File: src/rtl/logic_alu_seq_pkg.sv
// Shared types for the logic ALU sequencer: op codes, FSM states, op decode helpers.
package alu_seq_pkg;

    typedef enum logic [2:0] {
        OP_AND = 3'b000,
        OP_OR  = 3'b001,
        OP_XOR = 3'b010,
        OP_SHL = 3'b011,
        OP_SHR = 3'b100
    } op_t;

    typedef enum logic [1:0] {
        IDLE,
        RUN,
        SHIFT,
        DONE
    } state_t;

    function automatic logic op_legal(input logic [2:0] code);
        return code <= 3'b100;
    endfunction

    function automatic logic op_is_shift(input logic [2:0] code);
        return (code == OP_SHL) || (code == OP_SHR);
    endfunction

endpackage

File: src/rtl/logic_alu_seq_step.sv
// Combinational single-step ALU: bitwise logic ops or a one-position zero-fill shift.
module logic_step
    import alu_seq_pkg::*;
#(
    parameter int N = 4
) (
    input  logic [2:0]   op,
    input  logic [N-1:0] x,
    input  logic [N-1:0] y,
    output logic [N-1:0] res,
    output logic         sh_out
);

    always_comb begin
        res    = '0;
        sh_out = 1'b0;
        case (op_t'(op))
            OP_AND: res = x & y;
            OP_OR:  res = x | y;
            OP_XOR: res = x ^ y;
            OP_SHL: begin
                res    = {x[N-2:0], 1'b0};
                sh_out = x[N-1];
            end
            OP_SHR: begin
                res    = {1'b0, x[N-1:1]};
                sh_out = x[0];
            end
            default: ;
        endcase
    end

endmodule

File: src/rtl/logic_alu_seq.sv
// Sequencing controller: accepts one request, runs logic ops in one cycle and
// shifts iteratively, then holds result and flags until the consumer drains them.
module logic_alu_seq
    import alu_seq_pkg::*;
#(
    parameter int N = 4
) (
    input  logic         clk,
    input  logic         rst_n,
    input  logic         in_valid,
    output logic         in_ready,
    input  logic [2:0]   op,
    input  logic [N-1:0] a,
    input  logic [N-1:0] b,
    output logic         out_valid,
    input  logic         out_ready,
    output logic [N-1:0] result,
    output logic         flag_z,
    output logic         flag_c,
    output logic         flag_err,
    output logic         busy
);

    localparam int CW = $clog2(N) + 1;
    localparam logic [N:0]    N_WIDE  = (N + 1)'(N);
    localparam logic [CW-1:0] CNT_MAX = CW'(N);
    localparam logic [CW-1:0] CNT_ONE = CW'(1);

    state_t        state, state_nx;
    logic [2:0]    op_r;
    logic [N-1:0]  a_r;
    logic [N-1:0]  b_r;
    logic [CW-1:0] cnt;
    logic [N-1:0]  result_r;
    logic          z_r, c_r, err_r;
    logic [N-1:0]  step_res;
    logic          step_out;
    logic          accept;

    logic_step #(.N(N)) u_step (
        .op     (op_r),
        .x      (a_r),
        .y      (b_r),
        .res    (step_res),
        .sh_out (step_out)
    );

    assign accept = in_valid && (state == IDLE);

    always_ff @(posedge clk or negedge rst_n) begin
        if (!rst_n) state <= IDLE;
        else        state <= state_nx;
    end

    always_comb begin
        state_nx = state;
        case (state)
            IDLE: begin
                if (in_valid) begin
                    if (op_is_shift(op) && (b != '0)) state_nx = SHIFT;
                    else                              state_nx = RUN;
                end
            end
            RUN:   state_nx = DONE;
            SHIFT: if (cnt == CNT_ONE) state_nx = DONE;
            DONE:  if (out_ready) state_nx = IDLE;
            default: state_nx = IDLE;
        endcase
    end

    always_ff @(posedge clk or negedge rst_n) begin
        if (!rst_n) begin
            op_r     <= '0;
            a_r      <= '0;
            b_r      <= '0;
            cnt      <= '0;
            result_r <= '0;
            z_r      <= 1'b0;
            c_r      <= 1'b0;
            err_r    <= 1'b0;
        end else begin
            case (state)
                IDLE: begin
                    if (accept) begin
                        op_r <= op;
                        a_r  <= a;
                        b_r  <= b;
                        // Amounts of N or more saturate: N steps clear the word.
                        cnt  <= ({1'b0, b} >= N_WIDE) ? CNT_MAX : b[CW-1:0];
                    end
                end
                RUN: begin
                    c_r <= 1'b0;
                    if (!op_legal(op_r)) begin
                        result_r <= '0;
                        z_r      <= 1'b1;
                        err_r    <= 1'b1;
                    end else if (op_is_shift(op_r)) begin
                        result_r <= a_r;
                        z_r      <= (a_r == '0);
                        err_r    <= 1'b0;
                    end else begin
                        result_r <= step_res;
                        z_r      <= (step_res == '0);
                        err_r    <= 1'b0;
                    end
                end
                SHIFT: begin
                    a_r <= step_res;
                    c_r <= step_out;
                    cnt <= cnt - CNT_ONE;
                    if (cnt == CNT_ONE) begin
                        result_r <= step_res;
                        z_r      <= (step_res == '0);
                        err_r    <= 1'b0;
                    end
                end
                default: ;
            endcase
        end
    end

    assign in_ready  = (state == IDLE);
    assign out_valid = (state == DONE);
    assign busy      = (state != IDLE);
    assign result    = result_r;
    assign flag_z    = z_r;
    assign flag_c    = c_r;
    assign flag_err  = err_r;

endmodule

File: config.mk
export PLATFORM = sky130hd
export DESIGN_NAME = logic_alu_seq
export DESIGN_NICKNAME = d
export VERILOG_FILES = /design/src/rtl/logic_alu_seq_pkg.sv /design/src/rtl/logic_alu_seq_step.sv /design/src/rtl/logic_alu_seq.sv
export SDC_FILE = /design/constraint.sdc
export NUM_CORES = 1
export LEC_CHECK = 0
export ABC_AREA = 1
export ABC_CLOCK_PERIOD_IN_PS = 1800
export CAP_MARGIN = 0
export CORE_UTILIZATION = 23
export CTS_BUF_LIST = sky130_fd_sc_hd__clkbuf_16
export CTS_CLUSTER_SIZE = 40
export DETAILED_ROUTE_END_ITERATION = 10
export HOLD_SLACK_MARGIN = 0.06
export PLACE_DENSITY = 0.44
export SYNTH_ARGS = -nofsm -noshare
export SYNTH_HDL_FRONTEND = slang
export SYNTH_HIERARCHICAL = 1
export SYNTH_SLANG_ARGS = --single-unit
File: constraint.sdc
create_clock -name clk -period 1.8 [get_ports clk]
set_clock_uncertainty 0.2 [all_clocks]
set_input_delay 0.36 -clock clk [delete_from_list [all_inputs] [get_ports clk]]
set_output_delay 0.36 -clock clk [all_outputs]
set_load 0.05 [all_outputs]
# Word level (Yosys, flattened, before mapping)
# Cells that the tools add are included.
# totals
ff_bits	23
latchBits	0
ram_bits	0
mem_bits_ro	0
in_bits	15
output_inout_bits	10
word_cells	69
memories	0
# classes
add_sub_neg	1
n_mul	0
div	0
order_cmp	2
n_eq_ne	14
shift	0
n_mux	24
bitwise	3
reduce_logical	16
# op_table
operator	n
case mux 4 bit (5 select lines)	1
two-way mux 4 bit	4
case mux 4 bit (2 select lines)	2
== test 3 x 2 -> 1 bit (second input constant)	3
zero test 4 bit	2
two-way mux 2 bit	4
case mux 1 bit (2 select lines)	4
case mux 2 bit (4 select lines)	1
== test 3 x 1 -> 1 bit (second input constant)	2
== test 3 bit (second input constant)	2
two-way mux 3 bit	2
case mux 3 bit (2 select lines)	1
AND reduction 2 bit	3
nonzero test 2 bit	3
two-way mux 1 bit	5
bitwise AND 4 bit	1
== test 2 bit (second input constant)	2
>= comparator 4 x 3 -> 1 bit (second input constant)	1
inequality test 2 x 1 -> 1 bit (second input constant)	2
inequality test 2 bit (second input constant)	2
bitwise OR 4 bit	1
nonzero test 4 bit	1
XOR 4 bit	1
less-or-equal comparator 3 bit (second input constant)	1
7 further kinds	9

# Depth between registers and ports, before layout
# Gate-level depths: netlist of the first run.
# logic_depth
word_depth	6
depth_mapped	13
mapped_depth_nobuf	13

# Modules after synthesis
# Netlist of the first run, hierarchy kept.
# by_module_without_submodules
mod	n_inst	cells_per_inst	area_per_inst_um2	seq_area_each_um2
logic_alu_seq	1	172	1322.5	575.6
logic_step	1	56	351.6	0.0

# Least setup slack after synthesis of the first run
# Ideal clock, no wire load.
# synth_timing
path_type	reg2reg
start	register state[0]
end	register state[0]
setup_time_ns	0.116
t_arrival_ns	1.947
required_time_ns	1.484
slack_ns	-0.464
stages_incl_launch_ff	8
n_path_buf	0
synth_period_minus_slack_ns	2.264
cell_sequence	dfrtp_1 inv_1 ha_1 inv_1 o211ai_1 nor2_1 nand2_1 nand2_1
# synth_between
elab_chain_cells	3
elab_cells_between_ends	9
cone_classes	6 x eq/ne; 1 x mux; 2 x reduce/logical
# synth_lines
element	line_no	rtl
start, declared	logic_alu_seq.sv:29	state_t state, state_nx;
start signal, assigned	logic_alu_seq.sv:52	else state <= state_nx;
zero test 2 bit *	n/a	
net in_ready	logic_alu_seq.sv:11	output logic in_ready,
inequality test 2 bit (no line)	n/a	
AND reduction 3 bit (no line)	n/a	
# Mark *: on every way through the listed nets, which the timed path passes. The rest lies on a longest branch.
# A chain may end at the register's enable or synchronous reset.

# Worst setup path after layout of the first run
# layout_timing
start	register state[0]
end	output port busy
# layout_between
elab_chain_cells	1
# layout_lines
element	line_no	rtl
nonzero test 2 bit	logic_alu_seq.sv:125	assign busy = (state != IDLE);
end, declared	logic_alu_seq.sv:21	output logic busy
# Every way passes these cells.

==> results of run 1 <==
worst max-delay path by stage:
stage,slack [ps],depth (start not counted),to,from
after global routing,-70,13,flag_z$_DFFE_PN0P_,b_r[1]$_DFFE_PN0P_
after floorplan,-40,7,state[0]$_DFFE_PN0P_,state[1]$_DFFE_PN0P_
after CTS,8,11,flag_z$_DFFE_PN0P_,a_r[0]$_DFFE_PN0P_
final,40,4,busy,state[0]$_DFFE_PN0P_
after detailed placement,40,6,cnt[2]$_DFFE_PN0P_,state[0]$_DFFE_PN0P_
after global placement,10,11,flag_z$_DFFE_PN0P_,a_r[0]$_DFFE_PN0P_
state kept, by name (all words and copies together) (netlist names):
signal	cells
a_r	4
b_r	4
cnt	3
flag_c	1
flag_err	1
flag_z	1
op_r	3
result	4
state	2
worst reg2reg max path, cell delays in order, from the launching register on:
cell     delay [ps]
dfrtp_1         370
inv_1            60
ha_1            280
nand4_1          90
nand4_1         190
inv_1           140
nand4_1         120
a21oi_2         130
nand2_1          60
nand2_1          50
metrics by stage:
stage	total power (W)	cells	TNS, ps
floorplan	0.003127	228	-87.62
global placement	0.004225	354	0
detailed placement	0.004189	354	0
CTS	0.004758	360	0
global route	0.005336	363	-73.82
finish	0.004916	363	0
cells in the mapped netlist:
master and count:
nor2_1 14, a31oi_2 1, nand2_2 2, buf_6 3
inv_2 2, nand3b_1 3, nand3_1 21, o21ai_1 1
o211ai_1 1, nor2_2 2, nand4_1 8, o31ai_1 1
buf_2 2, mux2_2 2, nor2_4 1, inv_4 1
nand2_1 68, buf_4 1, inv_1 33, nand4_2 1
ha_1 14, dfrtp_1 23, o21ai_4 2, a21oi_1 4
o21ai_0 9, o22ai_1 2, nor3_1 1, a31oi_1 3
clkbuf_1 1, a22oi_1 1
power groups by stage:
stage          clock network, W  registers, W  logic [W]
2_1_floorplan                 0       0.00120    0.00193
3_3_place_gp                  0       0.00105    0.00317
3_5_place_dp                  0       0.00105    0.00314
4_1_cts                0.000524       0.00105    0.00319
5_1_grt                0.000538       0.00108    0.00372
6_report               0.000510       0.00104    0.00336
cell families (layout without fill, tap and decap cells):
kind of cell / count (synthesis) / after routing / synth area share [%]
compound gates: 25 / 25 / 10.09
fa+ha+maj: 14 / 14 / 10.46
buf+inv: 43 / 82 / 11.51
flops: 23 / 23 / 34.38
mux: 2 / 2 / 1.345
simple gates: 121 / 121 / 32.21
per-layer routing:
layer	share of wire [%]	GRT usage, %	vias to the layer above	wire, um
li1	-	-	814	-
met1	47	16.76	719	2022
met2	47	19.11	37	1992
met3	5.7	2.464	2	243
met4	0.54	2.235	0	23
met5	0	0	-	0
layout by cell type, fill, tap and decap left out, types with 2 or more instances in the layout:
cell | synthesis | routed
o21ai_4 | 2 | 2
clkdlybuf4s50_1 | 0 | 14
nand4_1 | 8 | 8
nor2_2 | 2 | 2
clkbuf_16 | 0 | 3
ha_1 | 14 | 12
inv_2 | 2 | 5
mux2_2 | 2 | 2
nand2_1 | 68 | 66
buf_12 | 0 | 11
dfrtp_2 | 0 | 2
dfrtp_1 | 23 | 21
nand3b_1 | 3 | 3
o21ai_0 | 9 | 9
a31oi_1 | 3 | 3
nor2_1 | 14 | 14
nand3_1 | 21 | 21
nand2_2 | 2 | 4
buf_4 | 1 | 17
inv_1 | 33 | 29
o22ai_1 | 2 | 2
a21oi_1 | 4 | 3
timing repair:
item | CTS | global route
endpoints found under the setup margin | 1 | 12
pin swaps | 1 | 3
resized for setup | 0 | 8
hold endpoints to repair | 0 | 0
setup buffers | 2 | 3
cell type report:
type	instances	area, um2	area share [%]
clock buffer	3	75.07	3.205
timing repair buffer	42	488.0	20.83
inverter	36	141.4	6.036
multi-input combinational	162	934.6	39.90
clock inverter	1	5.005	0.2137
sequential	23	578.1	24.68
tap	96	120.1	5.128
==> flow_summary.json, run 1 <==
{
  "timing.fmax_ghz": 0.5681,
  "required_ps": 1240,
  "power_density_nw_per_um2": 2099,
  "final_max_slew_viol_count": 0,
  "netSwitchingPower_w": 0.002407,
  "yosys.area.top_type_share_pct": 34.38,
  "syn_to_final_growth_pct": 39.91,
  "finalHoldViolCount": 0,
  "arrival_ps": 1200,
  "dp_slack_ps": 37.06,
  "syn_avg_cell_area_um2": 7.343,
  "swShare_pct": 48.97,
  "postSynthCellCount": 228,
  "drt_wl_total_um": 4282,
  "p_leak_nw": 1.162,
  "ir_worst_vdd_mv": 1.118,
  "routabilityCongestion": 0.8648,
  "drt-initial-drc-count": 105,
  "min_path_type": "input pin to async pin",
  "portBuffers": 24,
  "yosysWarnings": 6,
  "rr_worst_depth": 9,
  "slew_headroom_pct": 77.74,
  "cp-start-kind": "flip-flop",
  "nNetsFinal": 297,
  "design_area_um2": 2342,
  "r2r_slack_ps": 40,
  "nFillCells": 753,
  "path_clk_slew_ps": 70,
  "critPathCaptureType": "output port",
  "cts_made_buffers": 3,
  "period_needed_ps": 1760,
  "r2r-start": "a_r[3]$_DFFE_PN0P_",
  "core_um2": 6907,
  "internal-power_w": 0.002509,
  "die_w_um": 87.32,
  "dp_hpwl_um": 3222,
  "antenna_cells": 0,
  "ys_seq_elements": 23,
  "grt_pass1_vias": 1487,
  "root_buffer": "clkbuf_16",
  "path_buf_inv": 3,
  "postCtsHoldBufs": 0,
  "drv_cap": 0,
  "yosysUniqueCellTypes": 30,
  "synth.cell_area_um2": 1674,
  "synth_nets": 257,
  "setup_slack_ps": 39.68,
  "clk_latency_ps": 260,
  "track_usage_pct": 11.98,
  "power_frac_seq_pct": 21.2,
  "grt_pass1_wl_um": 7107,
  "antenna_found_initial": 0,
  "worst_slew_pin_slew_ps": 333.9,
  "cts_max_level": 1,
  "drive_above_1_share_pct": 21.72,
  "fp.dieH_um": 87.32,
  "timing.final.crit_share_pct": 97.80,
  "clock-sinks": 23,
  "num_vias": 1572,
  "crit_type": "flip-flop to output port",
  "num_io_pins": 25,
  "cts_tree": "yes",
  "grt-ovfl-total": 0,
  "drtAntennaViolNets": 0,
  "clkPwrFrac_pct": 10.4,
  "ys_seq_area_share_pct": 34.38,
  "rsz0062_at_grt": "true",
  "slowest_delay_ps": 410,
  "drc": 0,
  "setup_viol": 0,
  "grt_max_degree": 24,
  "final_util_pct": 33.91,
  "viasPerCell": 4.331,
  "critPathTopFamily": "flip-flops",
  "outcome": "finished, final reports clean",
  "r2r_end": "flag_z$_DFFE_PN0P_",
  "slowest_stage": "dfrtp_1",
  "combPwrFrac_pct": 68.4,
  "yosys.area.top_type": "dfrtp_1",
  "drt-pass1-iter-count": 4,
  "core.rowCount": 30,
  "ys_top_cells_by_area": "dfrtp_1 (34%), nand2_1 (15%), ha_1 (10%), inv_1 (7.4%), nand3_1 (6.3%)",
  "crit_path_max_fanout": 3,
  "wire_per_inst_um": 11.80,
  "placed_cell_area_um2": 2193,
  "dieArea_um2": 7624,
  "crit_path_cell_trace": "inv_2 > ha_4 > clkinvlp_4 > buf_12",
  "fin_hold_ws_ps": 271.0,
  "cts_buffer_depth": 2,
  "initial_utilization_pct": 24.24
}
No activity file was read; power rests on OpenSTA's default activity.
==> inputs of run 2 (changes only) <==
Settings changed: SLEW_MARGIN set to 0.
==> results of run 2 <==
Final layout, timing and power as in run 1 (identical DEF).
